## src/rtl/instr_fetch_unit.sv

```systemverilog
// Instruction fetch unit: one outstanding instruction-memory request feeding a
// single-entry decode buffer, with branch/jump redirect at any point of a fetch.
module instr_fetch_unit #(
  parameter logic [31:0] RESET_PC = 32'h0000_0000
) (
  input  logic        i_clk,
  input  logic        i_rst,
  output logic        o_imem_req,
  output logic [31:0] o_imem_addr,
  input  logic        i_imem_ack,
  input  logic [31:0] i_imem_rdata,
  output logic        o_if_valid,
  input  logic        i_if_ready,
  output logic [31:0] o_if_inst,
  output logic [5:0]  o_if_opcode,
  output logic [31:0] o_if_pc,
  output logic [31:0] o_if_pc_plus4,
  input  logic        i_redirect_en,
  input  logic [31:0] i_redirect_pc
);

  typedef enum logic [1:0] {
    BOOT    = 2'd0,
    FETCH   = 2'd1,
    HOLD    = 2'd2,
    DISCARD = 2'd3
  } state_t;

  state_t      r_state;
  state_t      w_next_state;
  logic [31:0] r_pc;
  logic [31:0] r_pending_pc;
  logic [31:0] r_if_inst;
  logic [31:0] r_if_pc;
  logic [31:0] w_target;
  logic        w_xfer;

  assign w_target = {i_redirect_pc[31:2], 2'b00};
  assign w_xfer   = (r_state == HOLD) && i_if_ready;

  always_ff @(posedge i_clk or posedge i_rst) begin
    if (i_rst) begin
      r_state <= BOOT;
    end else begin
      r_state <= w_next_state;
    end
  end

  always_comb begin
    w_next_state = r_state;
    case (r_state)
      BOOT: w_next_state = FETCH;
      FETCH: begin
        if (i_imem_ack) begin
          w_next_state = i_redirect_en ? FETCH : HOLD;
        end else if (i_redirect_en) begin
          w_next_state = DISCARD;
        end
      end
      HOLD: begin
        if (i_redirect_en || w_xfer) begin
          w_next_state = FETCH;
        end
      end
      DISCARD: begin
        if (i_imem_ack) begin
          w_next_state = FETCH;
        end
      end
      default: w_next_state = BOOT;
    endcase
  end

  always_comb begin
    o_imem_req = 1'b0;
    o_if_valid = 1'b0;
    case (r_state)
      FETCH:   o_imem_req = 1'b1;
      DISCARD: o_imem_req = 1'b1;
      HOLD:    o_if_valid = 1'b1;
      default: begin
        o_imem_req = 1'b0;
        o_if_valid = 1'b0;
      end
    endcase
  end

  // pc only moves when no request is in flight or the in-flight one completes,
  // so imem_addr stays stable for the whole life of a request.
  always_ff @(posedge i_clk or posedge i_rst) begin
    if (i_rst) begin
      r_pc         <= RESET_PC;
      r_pending_pc <= 32'h0000_0000;
      r_if_inst    <= 32'h0000_0000;
      r_if_pc      <= 32'h0000_0000;
    end else begin
      case (r_state)
        FETCH: begin
          if (i_imem_ack) begin
            if (i_redirect_en) begin
              r_pc <= w_target;
            end else begin
              r_if_inst <= i_imem_rdata;
              r_if_pc   <= r_pc;
              r_pc      <= r_pc + 32'd4;
            end
          end else if (i_redirect_en) begin
            r_pending_pc <= w_target;
          end
        end
        HOLD: begin
          if (i_redirect_en) begin
            r_pc <= w_target;
          end
        end
        DISCARD: begin
          if (i_redirect_en) begin
            r_pending_pc <= w_target;
          end
          if (i_imem_ack) begin
            r_pc <= i_redirect_en ? w_target : r_pending_pc;
          end
        end
        default: begin
          r_pc <= r_pc;
        end
      endcase
    end
  end

  assign o_imem_addr   = r_pc;
  assign o_if_inst     = r_if_inst;
  assign o_if_opcode   = r_if_inst[31:26];
  assign o_if_pc       = r_if_pc;
  assign o_if_pc_plus4 = r_if_pc + 32'd4;

endmodule

```

## config.mk

```make
export PLATFORM = sky130hd
export DESIGN_NAME = instr_fetch_unit
export DESIGN_NICKNAME = d
export VERILOG_FILES = /design/src/rtl/instr_fetch_unit.sv
export SDC_FILE = /design/constraint.sdc
export NUM_CORES = 1
export LEC_CHECK = 0
export CAP_MARGIN = 20
export CORE_MARGIN = 2
export CORE_UTILIZATION = 40
export CTS_CLUSTER_SIZE = 16
export DETAILED_ROUTE_END_ITERATION = 10
export GPL_ROUTABILITY_DRIVEN = 1
export PLACE_DENSITY = 0.72
export SYNTH_ARGS = -nofsm -noshare
export SYNTH_HDL_FRONTEND = slang
export SYNTH_SLANG_ARGS = --single-unit
```

## constraint.sdc

```tcl
create_clock -name i_clk -period 6.6 [get_ports i_clk]
set_input_delay 0.66 -clock i_clk [delete_from_list [all_inputs] [get_ports i_clk]]
set_output_delay 0.66 -clock i_clk [all_outputs]
set_load 0.05 [all_outputs]
```

# Yosys cells after proc, flatten, opt, wreduce, memory -nomap -nowiden
# Index checks and enable logic that the tools add are counted.
[classes]
multipliers = 0
n_lt_le_gt_ge = 0
n_addsub = 2
reduce_logical = 10
n_div = 0
shift = 0
mux = 16
eq_ne = 9
n_bitwise = 1
[op_table]
columns = ["operator", "count"]
rows = [
  ["$mux 32", 6],
  ["$pmux 32 s3", 1],
  ["$add 32x3->32 const B", 2],
  ["$pmux 32 s2", 1],
  ["$mux 2", 5],
  ["$ne 2x2->1 const B", 4],
  ["$pmux 2 s4", 1],
  ["$reduce_and 3->1", 2],
  ["$eq 2x2->1 const B", 2],
  ["$reduce_and 4->1", 1],
  ["$ne 3x3->1 const B", 1],
  ["$reduce_bool 3->1", 1],
  ["$eq 2x1->1 const B", 1],
  ["$logic_not 2->1", 1],
  ["$mux 1", 2],
  ["$ne 2x1->1 const B", 1],
  ["$reduce_and 2->1", 1],
  ["$reduce_bool 2->1", 1],
  ["$reduce_or 2->1", 1],
  ["$logic_and 1x1->1", 1],
  ["$logic_or 1x1->1", 1],
  ["$not 1->1", 1],
]
[word_totals]
latchBits = 0
in_bits = 69
romBits = 0
mem_count = 0
ramBits = 0
register_bits = 130

# Depth between registers and ports, before layout
# Gate-level depths: netlist of the first run.
[depth]
depth_word = 5
mapped_depth = 8
ltp_nobuf = 6

# Worst setup path after synthesis of the first run
# OpenSTA, ideal clock, no wires.
[synth_path]
path_type = "reg2out"
from = "register r_if_pc[3] (netlist: o_if_pc[3])"
to = "output o_if_pc_plus4[20]"
stages_incl_launch_ff = 7
t_arrival_ps = 2671
setup_slack_ps = 3269
t_required_ps = 5940
cell_sequence = "dfrtp_1 -> ha_1 -> clkbuf_1 -> nand4_1 -> nor3_1 -> nand4_1 -> xnor2_1"
[synth_via]
elab_chain_cells = 1
[synth_rtl]
columns = ["item", "line_no", "rtl"]
rows = [
  ["start: declaration", "34", "logic [31:0] r_if_pc;"],
  ["start signal: assignment", "104", "r_if_pc <= r_pc;"],
  ["$add 32x3->32", "135", "assign o_if_pc_plus4 = r_if_pc + 32'd4;"],
  ["end: declaration", "17", "output logic [31:0] o_if_pc_plus4,"],
]
# Every way passes these cells.

# Worst setup path in the final report of the first run
[layout_path]
from = "register r_if_pc[4] (netlist: o_if_pc[4])"
to = "output o_if_pc_plus4[30]"
# The elaborated chain is that of the path after synthesis.

==> flow_summary_export.csv, run 1 <==
group,metric,value,unit
placed_design,place_area,8860,um^2
critical_path,startpoint_type,"flip-flop",
cells_and_area,fin_cells,1162,
critical_path,critPathKind,"flip-flop to output pin",
clock_network,htree_levels,4,
job,cap_violations,0,
critical_path,crit_slowest_cell,"clkdlybuf4s50_1",
critical_path,arrival,3.25,ns
sta,finalHoldViolCount,0,
clock_network,clk_latency,0.41,ns
route,vias_per_cell,5.40,
yosys,ys_types,61,
sta,setup_viol,0,
critical_path,path_cells,"and4_1, nand3_1, nor3_1, nand3_1, xnor2_1, clkdlybuf4s50_1",
die,dieHeight,134,um
yosys,synth_edf_count,0,
hold_path,hp-class,"flip-flop to flip-flop",
pwr,intPower,0.00239,W
sta,slew_violations,0,
route,first_pass_iters,5,
sta,finalSetupTns,0,ns
clock_network,root_buffer,"clkbuf_16",
pwr,p_comb_share,48.9,%
yosys,ys_top_cells_by_area,"dfrtp_1 48%, nand2_1 12%, mux2_2 5.0%",
sta,slew_headroom,38.3,%
global_route,overflow,0,
sta,clock_skew,0.00673,ns
die,rows,47,
route,wirelength,20100,um
clock_network,cts.path.max_buffers,2,
yosys,synth_top_area_cell,"dfrtp_1",
sta,post-route-period-util,59.3,%
pwr,p_per_area,470,nW/um^2
clock_network,cts_setup_buffers,0,
yosys,syn_area,6750,um^2
global_route,grt_max_degree,69,
clock_network,cts_hold_buf,0,
status,outcome,"finished clean",
die,die_w,134,um
cells_and_area,final_nets,1000,
sta,fmax,0.256,GHz
route,drcViolationCount,0,
cells_and_area,final_common_cell,"nand2_1",
yosys,yosys_register_bits,130,
die,core,16500,um^2
clock_network,numCtsBuffers,17,
yosys,yosysTopAreaCellShare,48.2,%
yosys,synthArstFlopShare,100,%
placed_design,portBuffers,202,
placed_design,gp_congestion,0.855,
cells_and_area,area_growth,40.9,%
placed_design,dpl.hpwl,13900,um
cells_and_area,final_cell_mix,"219 x nand2_1, 202 x clkdlybuf4s50_1, 130 x dfrtp_1",
critical_path,slowest_delay,0.84,ns
clock_network,cts_tree,"yes",
yosys,yosys_warnings,0,
sta,rsz0062_at_grt,"no",
placed_design,dp_cells,1129,
cells_and_area,design_area,9510,um^2
yosys,yosysSeqAreaShare,48.2,%
pwr,clkPwrFrac,21.7,%
clock_network,cts_resized,0,
route,vias,6270,
cells_and_area,utilization,57.5,%
yosys,synth_nets,830,
route,wire_per_inst,17.3,um
die,initial_core_util,40.8,%
pwr,ir_drop,0.227,mV
clock_network,clk_pin_slew,0.06,ns
critical_path,end_kind,"output pin",
yosys,syn_avg_cell_area,8.89,um^2
pwr,pwr-share-seq,29.4,%
critical_path,critPathRequiredTime,5.94,ns
clock_network,cts.sinks,130,
pwr,p_leak,4.03,nW
critical_path,crit_fanout,7,
sta,worst_pin_slew,0.924,ns
route,drt.antenna.violating_nets,0,
die,io_pins,205,
cells_and_area,drive_above_1_share,8.39,%
sta,fin_crit,3.91,ns
yosys,synthCells,759,
pwr,switchingPower,0.00208,W
global_route,first_global_vias,5657,
die,dieArea,17900,um^2
cells_and_area,num_antenna_cells,0,
route,drt_iter0_markers,533,
yosys,synth_ff_type,"dfrtp_1",
global_route,antenna_found_initial,0,
global_route,track_usage,22.4,%
critical_path,cp_common_cell,"nand3_1",
pwr,p_sw_share,46.5,%
global_route,grt_pass1_wl,31600,um
-- sequential cells by signal (all words and copies together), names as in the netlist --
name	count
r_state	2
o_imem_addr	32
r_pending_pc	32
o_if_inst	32
o_if_pc	32
-- critical path: cells and delay by family, from the launching register on --
kind	cells	cell delay [ns]
simple gates	4	1.36
xor+xnor	1	0.19
buf+inv	1	0.84
flops	1	0.45
-- Yosys cell counts (3+ instances only) --
cell type  instances
nand2_1          220
a32o_1             3
nor4_1             8
buf_1              7
and3_1             8
a31oi_1            4
and2_1             5
buf_2              8
o221ai_1           4
dfrtp_1          130
a21oi_1           23
o22ai_1           10
nand3_1           20
a211oi_1           3
a22oi_1            8
and4_1             3
a22o_1            11
a21o_1             3
nand4_1           21
xor2_1            10
o31ai_1            3
o22a_1             5
a221o_1            3
mux2_2            30
xnor2_1           20
inv_1             16
or3_1              3
buf_4              8
a221oi_1          11
nor2_1            29
o21ai_0           32
nor2b_1            3
clkbuf_1          36
nor3_1            11
nand2b_1           4
-- per-stage QoR --
step	power (W)	setup WS [ns]	hold slack, ns
global route	0.00467	2.41	0.502
detailed placement	0.00351	2.74	0.465
floorplan	0.00273	2.47	0.465
CTS	0.00449	2.60	0.479
global placement	0.00348	2.77	0.457
finish	0.00447	2.69	0.474
-- worst paths after layout --
path | startpoint | end | slack, ns | cells after the start
setup / recovery | o_if_pc[4] | o_if_pc_plus4[30] | 2.69 | 6
hold / removal | o_if_inst[20] | o_if_inst[20] | 0.47 | 2
setup reg to reg | r_state[0] | r_pending_pc[18] | 3.76 | 4
hold reg to reg | o_if_inst[20] | o_if_inst[20] | 0.47 | 2
max in group asynchronous | i_rst | o_imem_addr[29] | 4.47 | 3
min in group asynchronous | i_rst | o_if_inst[10] | 0.74 | 2
-- per-layer routing --
layer | vias to the layer above | track usage (%) | share of wire, %
li1 | 2995 | - | -
met1 | 2956 | 32.8 | 46
met2 | 283 | 33.2 | 45
met3 | 36 | 4.35 | 6.7
met4 | 0 | 8.16 | 2.4
met5 | - | 0 | 0
-- final cells by class --
class                   count  area [um^2]
flip-flops and latches    130         3250
repair buffers            212         2120
fillers                  1456         7020
clock inverters             9          128
inverters                  17         66.3
clock buffers              23          488
multi-input cells         551         3180
well taps                 220          275
-- power by group through the flow --
stage	combinational [W]	clock, W	sequential (W)
5_1_grt	0.00228	0.00103	0.00136
3_3_place_gp	0.00217	0	0.00131
4_1_cts	0.00219	0.000989	0.00131
6_report	0.00218	0.000972	0.00131
3_5_place_dp	0.00219	0	0.00132
2_1_floorplan	0.000832	0	0.00190
-- cell families (layout without fill, tap and decap cells) --
group | after synthesis | in the layout | synth area share, %
compound gates | 144 | 144 | 14.9
fa+ha+maj | 2 | 2 | 0.371
flops | 130 | 130 | 48.2
mux | 32 | 32 | 5.31
simple gates | 343 | 343 | 22.3
xor+xnor | 30 | 30 | 3.90
buf+inv | 78 | 261 | 4.97
No activity file was read; power rests on OpenSTA's default activity.
==> run 2: changes to the inputs <==
--- a/config.mk
+++ b/config.mk
@@ -11,7 +11,7 @@
 export CTS_CLUSTER_SIZE = 16
 export DETAILED_ROUTE_END_ITERATION = 10
 export GPL_ROUTABILITY_DRIVEN = 1
-export PLACE_DENSITY = 0.72
+export PLACE_DENSITY = 0.75
 export SYNTH_ARGS = -nofsm -noshare
 export SYNTH_HDL_FRONTEND = slang
 export SYNTH_SLANG_ARGS = --single-unit
==> constraint.sdc (replaced) <==
create_clock -name i_clk -period 3.3 [get_ports i_clk]
set_input_delay 0.33 -clock i_clk [delete_from_list [all_inputs] [get_ports i_clk]]
set_output_delay 0.33 -clock i_clk [all_outputs]
set_load 0.05 [all_outputs]
==> run 2 against run 1 <==
Critical path depth decreased by 1. Combinational power up 100%. Sequential power rose by 100%. Sequential cell count stayed put. Non-clock buffer count rose by 12. Register-to-register slack lost 3.0 ns. Critical path type unchanged. Largest power group unchanged.
==> flow_summary_export.csv, run 2 (synthesis results as in run 1) <==
group,metric,value,unit
status,outcome,"finished clean",
placed_design,portBuffers,202,
critical_path,timing.rr.end,"o_imem_addr[26]",
pwr,ir_drop,0.498,mV
critical_path,slowest_delay,0.82,ns
clock_network,clk_pin_slew,0.05,ns
critical_path,arrival,2.83,ns
sta,setup_viol,0,
route,wire_per_inst,17.6,um
clock_network,numCtsBuffers,17,
clock_network,clk_latency,0.41,ns
clock_network,cts_hold_buf,0,
cells_and_area,drive_above_1_share,10.1,%
global_route,antenna_found_initial,0,
cells_and_area,final_cell_mix,"219 x nand2_1, 188 x clkdlybuf4s50_1, 130 x dfrtp_1",
global_route,first_global_vias,6096,
sta,slew_violations,0,
critical_path,rr_worst_depth,6,
sta,rsz0062_at_grt,"no",
die,io_pins,205,
sta,clock_skew,0.00563,ns
critical_path,critical_path_buf_inv_count,1,
clock_network,root_buffer,"clkbuf_16",
route,vias,6411,
critical_path,rr_startpoint,"o_imem_addr[3]",
route,vias_per_cell,5.46,
clock_network,cts.path.max_buffers,2,
clock_network,cts_tree,"yes",
sta,finalSetupTns,0,ns
die,dieHeight,134,um
sta,worst_pin_slew,0.970,ns
placed_design,gp_congestion,0.852,
route,drt_iter0_markers,548,
critical_path,critPathTopFamily,"simple AND/OR/NAND/NOR gates",
clock_network,cts.sinks,130,
pwr,p_leak,4.11,nW
placed_design,dpl.hpwl,14800,um
global_route,overflow,0,
die,die_w,134,um
die,core,16500,um^2
critical_path,end_kind,"output pin",
sta,whs,0.218,ns
global_route,track_usage,23.3,%
critical_path,path_cells,"and4_1, nand3_1, or3_1, xnor2_1, clkdlybuf4s50_1",
cells_and_area,num_antenna_cells,0,
die,initial_core_util,40.8,%
route,drt.antenna.violating_nets,0,
route,wirelength,20700,um
job,cap_violations,0,
die,rows,47,
die,dieArea,17900,um^2
sta,fmax,0.316,GHz
global_route,grt_pass1_wl,32800,um
sta,post-route-period-util,95.8,%
cells_and_area,fin_cells,1174,
critical_path,critPathKind,"flip-flop to output pin",
critical_path,critPathRequiredTime,2.97,ns
cells_and_area,area_growth,41.9,%
route,drcViolationCount,0,
sta,fin_ws,0.137,ns
placed_design,dp_cells,1142,
placed_design,dp_worst_setup_slack,0.414,ns
cells_and_area,final_nets,1012,
global_route,grt_max_degree,63,
hold_path,hp-class,"input port to async pin",
sta,finalHoldViolCount,0,
clock_network,htree_levels,4,
critical_path,startpoint_type,"flip-flop",
sta,slew_headroom,35.4,%
route,first_pass_iters,5,
sta,fin_crit,3.16,ns
critical_path,reg2reg_slack,0.80,ns
critical_path,crit_slowest_cell,"clkdlybuf4s50_1",
pwr,p_per_area,928,nW/um^2
critical_path,crit_fanout,8,
cells_and_area,final_common_cell,"nand2_1",
run 2: cell types whose count changed in the layout (fill, tap and decap cells not counted):
cell             change
dlygate4sd2_1        +5
bufinv_16            -1
buf_12               +4
inv_4                -1
clkdlybuf4s50_1     -14
clkbuf_1             +4
buf_16               -1
buf_4               +18
clkbuf_8             +1
clkinv_2             -1
clkinvlp_4           -2
run 2: how the worst max path moves through the flow:
stage | cells after the start | endpoint | slack, ns | from
after floorplan | 6 | o_if_pc_plus4[20] | 0.30 | o_if_pc[3]
after global placement | 6 | o_if_pc_plus4[29] | 0.44 | o_if_pc[4]
after detailed placement | 6 | o_if_pc_plus4[23] | 0.41 | o_if_pc[4]
after CTS | 5 | o_if_pc_plus4[17] | 0.12 | o_if_pc[4]
after global routing | 5 | o_if_pc_plus4[17] | 0.007 | o_if_pc[4]
final | 5 | o_if_pc_plus4[17] | 0.14 | o_if_pc[4]
run 2: per-layer routing:
layer,track usage (%),vias up,share of wire (%)
li1,-,3031,-
met1,32.9,3022,44
met2,35.0,313,46
met3,4.88,45,6.9
met4,9.63,0,2.9
met5,0,-,0
run 2: worst reg2reg max path: stages (launching register included):
cell and delay, ns:
dfrtp_1 0.50, ha_1 0.28, and3_1 0.26, nand4_1 0.46
nor4_1 0.51, o21ai_0 0.14, a22o_1 0.24
run 2: report_power, final:
group          internal, W  switching [W]
registers          0.00205       0.000565
clock network      0.00121       0.000654
logic              0.00145        0.00294
run 2: area by class of cell:
type                    count  area [um^2]
multi-input cells         551         3180
clock buffers              28          517
fillers                  1444         6960
clock inverters             4         70.1
repair buffers            224         2210
well taps                 220          275
flip-flops and latches    130         3250
inverters                  17         67.6
run 2: what timing repair did:
action,4_1_cts,5_1_grt
resized for setup,5,0
setup endpoints to repair,5,0
setup buffers,0,0
run 2: through the flow:
stage	total power, W	instance area, um^2	util (%)
floorplan	0.00547	6750	-
global placement	0.00699	8990	54.4
detailed placement	0.00705	8990	54.4
CTS	0.00892	9570	57.9
global route	0.00927	9570	57.9
finish	0.00888	9570	57.9
==> run 3: changes to the inputs <==
--- a/config.mk
+++ b/config.mk
@@ -6,7 +6,7 @@
 export NUM_CORES = 1
 export LEC_CHECK = 0
 export CAP_MARGIN = 20
-export CORE_MARGIN = 2
+export CORE_MARGIN = 3
 export CORE_UTILIZATION = 40
 export CTS_CLUSTER_SIZE = 16
 export DETAILED_ROUTE_END_ITERATION = 10
==> run 3 against run 2 <==
Via count shrank 1.3%. Clock-buffer cell count down 7. Routed wire length fell by 0.88%. Clock skew up 0.0042 ns. Power is 2.7% higher. Sequential cell count did not move. Final area is 0.30% higher. Die area grew 3.0%. Combinational power about the same. Highest routed layer unchanged. Critical path type unchanged. Largest power group unchanged. Utilization grew 1.4 points.
==> flow_summary_export.csv, run 3 (synthesis results as in run 1) <==
group,metric,value,unit
status,outcome,"finished clean",
pwr,p_per_area,950,nW/um^2
route,drcViolationCount,0,
pwr,switchingPower,0.00419,W
sta,slew_headroom,36.3,%
route,vias,6326,
cells_and_area,design_area,9600,um^2
route,wl_met1,9110,um
die,initial_core_util,41.7,%
die,die_w,136,um
critical_path,end_kind,"output pin",
clock_network,cts_setup_buffers,0,
cells_and_area,num_antenna_cells,0,
sta,clock_skew,0.00988,ns
route,wire_per_inst,17.6,um
cells_and_area,fillers,1398,
clock_network,clk_latency,0.42,ns
pwr,clkPwrFrac,23.3,%
route,first_pass_iters,5,
die,io_pins,205,
sta,fmax,0.328,GHz
critical_path,critPathRequiredTime,2.97,ns
global_route,first_global_vias,6039,
sta,worst_pin_slew,0.955,ns
clock_network,cts.sinks,130,
sta,post-route-period-util,92.4,%
cells_and_area,multi_input_area,3180,um^2
route,dr.max_layer_used,"met4",
route,wl_met2,9410,um
clock_network,cts_tree,"yes",
cells_and_area,final_nets,1010,
placed_design,portBuffers,202,
critical_path,crit_fanout,7,
pwr,pwr-share-seq,28.8,%
global_route,grt_max_degree,54,
sta,finalHoldViolCount,0,
cells_and_area,final_cell_mix,"219 x nand2_1, 187 x clkdlybuf4s50_1, 130 x dfrtp_1",
sta,fin_crit,3.05,ns
placed_design,dpl.hpwl,14800,um
die,core,16200,um^2
sta,finalSetupTns,0,ns
critical_path,reg2reg_slack,0.86,ns
die,dieHeight,136,um
global_route,antenna_found_initial,0,
clock_network,htree_levels,4,
pwr,p_leak,4.14,nW
global_route,track_usage,22.4,%
pwr,p_sw_share,46.0,%
critical_path,startpoint_type,"flip-flop",
route,vias_per_cell,5.42,
clock_network,numCtsBuffers,17,
job,cap_violations,0,
clock_network,root_buffer,"clkbuf_16",
critical_path,critPathKind,"flip-flop to output pin",
critical_path,arrival,2.72,ns
pwr,ir_drop,0.508,mV
sta,rsz0062_at_grt,"no",
global_route,overflow,0,
sta,setup_viol,0,
pwr,p_comb_share,47.9,%
route,met3WireLength,1490,um
die,rows,46,
route,drt_iter0_markers,515,
clock_network,clk_pin_slew,0.06,ns
hold_path,hp-class,"input port to async pin",
sta,slew_violations,0,
route,wirelength,20500,um
die,dieArea,18500,um^2
cells_and_area,regArea,3250,um^2
placed_design,gp_congestion,0.842,
clock_network,cts.path.max_buffers,2,
placed_design,place_area,8940,um^2
cells_and_area,area_growth,42.3,%
cells_and_area,final_common_cell,"nand2_1",
global_route,grt_pass1_wl,32300,um
pwr,intPower,0.00493,W
route,drt.antenna.violating_nets,0,
cells_and_area,drive_above_1_share,10.2,%
==> run 3: cell types whose count changed in the layout (fill, tap and decap cells not counted), sizes merged <==
cell           previous run  this run
buf                      31        29
clkbuf                   28        21
dlymetal6s2s              0         1
bufinv                    2         6
clkinvlp                  1         2
clkinv                    3         5
clkdlybuf4s50           188       187
==> run 3: final timing paths <==
kind	start	to	depth (start not counted)
min	i_rst	o_if_pc[2]	2
min reg2reg	o_if_inst[13]	o_if_inst[13]	2
max	o_if_pc[4]	o_if_pc_plus4[15]	6
min in group i_clk	i_imem_rdata[22]	o_if_inst[22]	3
max reg2reg	o_imem_addr[2]	o_imem_addr[28]	6
max in group asynchronous	i_rst	r_pending_pc[9]	3
==> run 3: timing repair <==
item,4_1_cts,5_1_grt
gates resized for setup,5,1
hold buffers,0,0
endpoints found under the hold margin,0,0
setup endpoints to repair,5,1
==> run 3: cell type report <==
cell class | count | share of cell area [%]
Timing Repair Buffer | 222 | 22.6
Multi-Input combinational cell | 551 | 33.1
Clock buffer | 21 | 4.69
Sequential cell | 130 | 33.9
Tap cell | 216 | 2.82
Inverter | 17 | 0.704
Clock inverter | 11 | 2.16
==> run 3: critical path, cell delays in order (launching register included) <==
cell and delay [ns]:
dfrtp_1 0.45, and4_1 0.30, and3_1 0.27, nand2_1 0.10, nor3_1 0.20, xor2_1 0.18
clkdlybuf4s50_1 0.82
==> run 3: metrics by stage <==
stage	total power [W]	util, %	setup WS (ns)	hold slack, ns	cells
2_1_floorplan	0.00547	-	0.299	0.435	759
3_3_place_gp	0.00698	55.3	0.451	0.457	1136
3_5_place_dp	0.00704	55.3	0.415	0.461	1136
4_1_cts	0.00917	59.3	0.0337	0.332	1168
5_1_grt	0.00952	59.3	0.0825	0.347	1168
6_report	0.00912	59.3	0.252	0.335	1168
==> run 3: power groups by stage <==
| stage | clock network (W) | logic [W] | registers, W |
|---|---|---|---|
| 6_report | 0.00212 | 0.00437 | 0.00263 |
| 5_1_grt | 0.00223 | 0.00459 | 0.00270 |
| 4_1_cts | 0.00216 | 0.00440 | 0.00262 |
| 3_5_place_dp | 0 | 0.00440 | 0.00264 |
| 3_3_place_gp | 0 | 0.00437 | 0.00261 |
| 2_1_floorplan | 0 | 0.00167 | 0.00380 |
==> run 3: metal layers <==
layer | GRT usage [%] | vias to the layer above
met5 | 0 | -
met4 | 8.17 | 0
met3 | 4.40 | 33
met2 | 35.1 | 276
met1 | 31.0 | 3003
li1 | - | 3014
